**config.mk**
```make
export PLATFORM = sky130hd
export DESIGN_NAME = stoch_decode
export DESIGN_NICKNAME = d
export VERILOG_FILES = /design/src/rtl/stoch_pkg.sv /design/src/rtl/stoch_lane_cnt.sv /design/src/rtl/stoch_decode.sv
export SDC_FILE = /design/constraint.sdc
export NUM_CORES = 1
export LEC_CHECK = 0
export CORE_ASPECT_RATIO = 0.8
export CORE_UTILIZATION = 60
export CTS_CLUSTER_DIAMETER = 40
export DETAILED_ROUTE_END_ITERATION = 10
export PLACE_DENSITY = 0.82
export SETUP_SLACK_MARGIN = 0.2
export SLEW_MARGIN = 25
export SYNTH_ARGS = -nofsm -noshare
export SYNTH_HDL_FRONTEND = slang
export SYNTH_SLANG_ARGS = --single-unit
export TNS_END_PERCENT = 30
```
**constraint.sdc**
```tcl
create_clock -name clk -period 3.92 [get_ports clk]
set_input_delay 0.98 -clock clk [delete_from_list [all_inputs] [get_ports clk]]
set_output_delay 0.98 -clock clk [all_outputs]
set_load 0.01 [all_outputs]
```
**src/rtl/stoch_pkg.sv**
```systemverilog
// Shared sizing and FSM encoding for the stochastic bitstream decoder.
package stoch_pkg;
    localparam int INWD    = 8;
    localparam int DIM_OUT = 8;
    localparam int WIN     = 2 ** INWD;
    localparam int CNTW    = INWD + 1;

    typedef enum logic {
        IDLE = 1'b0,
        ACC  = 1'b1
    } state_t;
endpackage

```
**src/rtl/stoch_lane_cnt.sv**
```systemverilog
// One lane: counts ones over a window and latches the window total on load.
module stoch_lane_cnt
    import stoch_pkg::*;
#(
    parameter int LANE_W = CNTW
) (
    input  logic              clk,
    input  logic              rst_n,
    input  logic              inc,
    input  logic              clr,
    input  logic              load,
    output logic [LANE_W-1:0] count
);

    logic [LANE_W-1:0] acc;

    // load folds the final beat into the result so the window total needs no extra cycle
    always_ff @(posedge clk or negedge rst_n) begin
        if (!rst_n) begin
            acc   <= '0;
            count <= '0;
        end else if (clr) begin
            acc <= '0;
        end else if (load) begin
            count <= acc + LANE_W'(inc);
            acc   <= '0;
        end else if (inc) begin
            acc <= acc + LANE_W'(1);
        end
    end

endmodule

```
**src/rtl/stoch_decode.sv**
```systemverilog
// Stochastic-to-binary decoder: counts ones per lane over 2**INWD accepted beats.
module stoch_decode
    import stoch_pkg::state_t;
    import stoch_pkg::IDLE;
    import stoch_pkg::ACC;
#(
    parameter int DIM_OUT = stoch_pkg::DIM_OUT,
    parameter int INWD    = stoch_pkg::INWD
) (
    input  logic                          clk,
    input  logic                          rst_n,
    input  logic                          start,
    input  logic                          cont,
    input  logic                          clr,
    input  logic                          in_valid,
    output logic                          in_ready,
    input  logic [DIM_OUT-1:0]            bit_in,
    output logic                          out_valid,
    input  logic                          out_ready,
    output logic [DIM_OUT-1:0][INWD:0]    out_cnt,
    output logic                          busy
);

    localparam int CNTW = INWD + 1;

    state_t           state;
    state_t           state_nxt;
    logic [INWD-1:0]  win_cnt;
    logic             at_last;
    logic             accept;
    logic             last_beat;

    assign at_last   = &win_cnt;
    assign accept    = in_valid && in_ready && !clr;
    assign last_beat = accept && at_last;

    always_ff @(posedge clk or negedge rst_n) begin
        if (!rst_n) state <= IDLE;
        else        state <= state_nxt;
    end

    always_comb begin
        state_nxt = state;
        if (clr) begin
            state_nxt = IDLE;
        end else begin
            case (state)
                IDLE:    if (start) state_nxt = ACC;
                ACC:     if (last_beat && !cont) state_nxt = IDLE;
                default: state_nxt = IDLE;
            endcase
        end
    end

    // Hold off the final beat while an unconsumed result would otherwise be overwritten
    always_comb begin
        busy     = (state == ACC);
        in_ready = (state == ACC) && !(at_last && out_valid && !out_ready);
    end

    always_ff @(posedge clk or negedge rst_n) begin
        if (!rst_n)      win_cnt <= '0;
        else if (clr)    win_cnt <= '0;
        else if (accept) win_cnt <= win_cnt + INWD'(1);
    end

    always_ff @(posedge clk or negedge rst_n) begin
        if (!rst_n)         out_valid <= 1'b0;
        else if (last_beat) out_valid <= 1'b1;
        else if (out_ready) out_valid <= 1'b0;
    end

    for (genvar k = 0; k < DIM_OUT; k++) begin : g_lane
        stoch_lane_cnt #(
            .LANE_W(CNTW)
        ) u_lane (
            .clk   (clk),
            .rst_n (rst_n),
            .inc   (accept && bit_in[k]),
            .clr   (clr),
            .load  (last_beat),
            .count (out_cnt[k])
        );
    end

endmodule

```
==> flow_summary.rst <==
.. list-table::
   :header-rows: 1

   * - Metric
     - Value
   * - Static leakage
     - 3.84 nW
   * - Final-stage net count
     - 942
   * - CTS hold repair buffers
     - 0
   * - Max Clock Skew
     - approximately 0.0068 ns
   * - Post-DP HPWL
     - about 12000 um
   * - Crit path required time
     - around 2.9 ns
   * - Share of synthesized area occupied by flip-flops and latches
     - 0.495
   * - Vias in the first global route
     - 6530
   * - Met1 usage in global routing
     - 0.420
   * - Max Fanout on Critical Path
     - 2
   * - GR Util All Layers
     - 0.306
   * - Area of combinational cells with multiple inputs
     - 3720 um^2
   * - Met2 Usage GRT
     - 0.472
   * - Maximum vdd ir drop
     - 0.333 mV
   * - Flip-flop and latch count after synthesis
     - 154
   * - Sum of buffers and inverters on the critical path
     - 2
   * - DR vias
     - 6639
   * - Clk root buf
     - clkbuf_16
   * - Final global-route overflow total
     - 0
   * - P&R area growth vs syn
     - 22.2%
   * - PD cells
     - 369 nW/um^2
   * - Final count of pins violating max slew
     - 0
   * - Starting density of the core
     - 0.628
   * - Number of inserted filler cells in the final layout
     - 849
   * - Clock-pin slew on the worst setup and hold paths
     - 0.06 ns
   * - Layout cell share with drive strength beyond 1
     - 0.0635
   * - Total negative setup slack
     - 0 ns
   * - Die Y-Extent
     - 104 um
   * - Main combinational cell family by area after synthesis
     - simple AND/OR/NAND/NOR gates
   * - Max-cap violations
     - 0
   * - Slew at the pin with the worst max-slew slack
     - 0.702 ns
   * - Worst rel slew slack
     - 0.528
   * - Average wire length per cell after detail routing
     - 17.6 um
   * - Avg Inst Size Synth
     - 9.42 um^2
   * - Clock Path Buffers
     - 2
   * - Yosys warns
     - 0
   * - Worst hold path type
     - register to register
   * - Basic-gate share of the synthesized area counting and, or, nand and nor cells
     - 0.205
   * - Post-cts resize count
     - 0
   * - Detailed Route WL
     - 19100 um
   * - Path type of the worst setup path
     - input pin to primary output
   * - Diodes inserted
     - 0
   * - Placer's final routability congestion estimate
     - 0.871
   * - Cells after Synth
     - 826
   * - CTS tree
     - built
   * - Flop2flop setup slack
     - 1.33 ns
   * - Cell with the most instances on the worst path
     - clkdlybuf4s50_1
   * - DR DRC count
     - 0
   * - Mapped Nets
     - 866
   * - First-pass GRT wire length
     - 31900 um
   * - Total CTS buffers
     - 17
   * - Area share of xor/xnor cells in the synthesized design
     - 0.0777
   * - Endpoint kind of the worst setup timing path
     - primary output
   * - Family with the most delay on the worst path
     - buffers and inverters
   * - Boundary pin count
     - 90
   * - Starting DRT DRC Count
     - 478
   * - Portion of netlist area occupied by mux cells
     - 0.0116
   * - Sequence of cells on the critical path
     - clkdlybuf4s50_1 -> nand2b_1 -> nor3_1 -> nor2b_1 -> clkdlybuf4s50_1
   * - Busiest grt layer
     - met2
   * - Final critical path time including I/O delays and setup
     - ~3.6 ns
   * - DRT antenna net count
     - 0
   * - Number of endpoints failing setup at the final stage
     - 0
   * - Global routing met3 resource utilization
     - 0.0708
   * - Row cnt
     - 36
   * - Highest clock rate
     - 281 MHz
   * - Post CTS Setup Buffer Count
     - 0
   * - Compound-gate portion of the synthesized area
     - 0.140
   * - Number of clock sinks
     - about 150
   * - Sequential cell area
     - roughly 3900 um^2
   * - Total standard cell area after synthesis
     - a little under 8000 um^2
   * - Unrepaired setup endpoints after global routing
     - false
   * - Initial antenna violation count
     - 0
   * - Pin count of the biggest net entering global routing
     - 86
   * - Outcome
     - complete, no violations
   * - H-Tree Level Count
     - 4
   * - Utilization of the core after routing
     - 0.767
   * - Post-synthesis share of cell area spent on full adders, half adders and majority gates
     - 0.0402
   * - # port buffers
     - 89
   * - Die Footprint
     - 13400 um^2
   * - Endpoint arrival time on the critical path
     - 2.58 ns
   * - Distinct cell type count after synthesis
     - 40
   * - Number of failing hold endpoints at the final stage
     - 0
   * - Biggest cell delay along the critical path
     - 0.49 ns
   * - Routed via count divided by cell count
     - 6.12
   * - Pre-Repair DR Iteration Count
     - 5
   * - Startpoint class of the critical path
     - input pin
   * - Latest clock arrival within the worst-skew pair
     - 0.43 ns
   * - Final worst path period share
     - 0.908
   * - Core box area
     - between 10000 and 15000 um^2
   * - Standard cell with the maximum stage delay on the critical path
     - clkdlybuf4s50_1
   * - Width of the chip
     - 129 um
[cell usage after synthesis]
cell type,n,area [um^2]
mux2i_1,9,90.1
a21oi_2,1,8.76
o41ai_2,1,16.3
nor4_1,1,6.26
and3_1,2,12.5
o22ai_1,1,6.26
nor3_1,4,20.0
inv_1,6,22.5
nand4_1,35,219
nor4_2,1,12.5
ha_1,25,313
o31ai_1,29,218
nand3b_1,1,7.51
a31o_2,1,8.76
and3b_1,1,8.76
xor2_1,23,201
and2_1,2,12.5
and4_1,4,35.0
a311o_2,1,11.3
nor2_1,48,180
a311o_1,1,10.0
nand2_1,132,495
a211oi_1,1,7.51
o21ai_0,81,405
buf_4,1,7.51
nor2b_1,2,12.5
dfrtp_1,154,3850
clkbuf_1,43,161
nand3_1,30,150
nand2b_1,1,6.26
buf_6,1,11.3
o311a_1,8,80.1
or4_4,1,11.3
or3_1,30,188
a21oi_1,62,310
or4_1,27,203
xnor2_1,46,403
a31oi_1,1,6.26
or3_2,2,15.0
buf_2,6,30.0
[sequential cells by signal, summed over array words and instances, names as in the netlist]
signal,cells
g_lane.u_lane.acc,72
g_lane.u_lane.count,72
busy,1
win_cnt,8
out_valid,1
[routing by layer]
metal / part of all wire / up-vias / wire [um]
li1: - / 3111 / -
met1: 0.44 / 3258 / 8430
met2: 0.48 / 228 / 9180
met3: 0.058 / 42 / 1110
met4: 0.021 / 0 / 407
met5: 0 / - / 0
[cells by family (layout without fill, tap and decap cells)]
| family | after synthesis | in the layout |
|---|---|---|
| mux | 9 | 9 |
| fa+ha+maj | 25 | 25 |
| compound gates | 188 | 188 |
| buf+inv | 57 | 145 |
| simple gates | 324 | 324 |
| xor+xnor | 69 | 69 |
| flops | 154 | 154 |
[through the flow]
| step | cells | area, um^2 | worst slack (ns) | power (mW) | hold WS, ns |
|---|---|---|---|---|---|
| after detailed placement | 1054 | 8860 | 0.428 | 1.74 | 0.456 |
| after CTS | 1085 | 9500 | 0.374 | 3.51 | 0.468 |
| after global placement | 1054 | 8860 | 0.422 | 1.73 | 0.454 |
| after global routing | 1085 | 9500 | 0.312 | 3.60 | 0.503 |
| after floorplan | 826 | 7780 | 1.22 | 1.67 | 0.507 |
| final | 1085 | 9500 | 0.360 | 3.50 | 0.469 |
[layout make-up]
type / instances / share of cell area
Sequential cell: 154 / 0.406
Timing Repair Buffer: 108 / 0.110
Multi-Input combinational cell: 615 / 0.392
Clock buffer: 23 / 0.0503
Inverter: 6 / 0.00237
Clock inverter: 8 / 0.0174
Tap cell: 171 / 0.0225
[power by group]
group	switching (mW)	internal, mW
clock network	0.622	1.17
logic	0.0751	0.0330
registers	0.00634	1.59
total	0.703	2.80
[worst paths after layout]
kind	start	end	cells after the start
setup / recovery	out_ready	in_ready	5
hold / removal	g_lane[2].u_lane.count[1]	g_lane[2].u_lane.count[1]	2
setup reg to reg	win_cnt[0]	g_lane[2].u_lane.count[8]	10
hold reg to reg	g_lane[2].u_lane.count[1]	g_lane[2].u_lane.count[1]	2
max in group asynchronous	rst_n	win_cnt[2]	2
min in group asynchronous	rst_n	g_lane[6].u_lane.count[6]	1
[worst min-delay path: cells and delay by family (launching register included)]
kind / cells / cell delay (ns)
and+or+nand+nor: 2 / 0.10
DFF: 1 / 0.34
[cell usage in the layout (no fill, tap or decap), drive strengths merged, types with 2 or more instances in the layout]
cell type,netlist,layout
dfrtp,154,154
a311o,2,2
clkbuf,43,23
nand4,35,35
clkdlybuf4s50,0,88
inv,6,6
mux2i,9,9
xor2,23,23
buf,8,20
or3,32,32
and2,2,2
o21ai,81,81
xnor2,46,46
o311a,8,8
or4,28,28
o31ai,29,29
and3,2,2
clkinv,0,3
ha,25,25
bufinv,0,5
and4,4,4
nor2b,2,2
nor3,4,4
a21oi,63,63
nor2,48,48
nand3,30,30
nor4,2,2
nand2,132,132
Note: power is estimated with default switching activity, not from simulation.
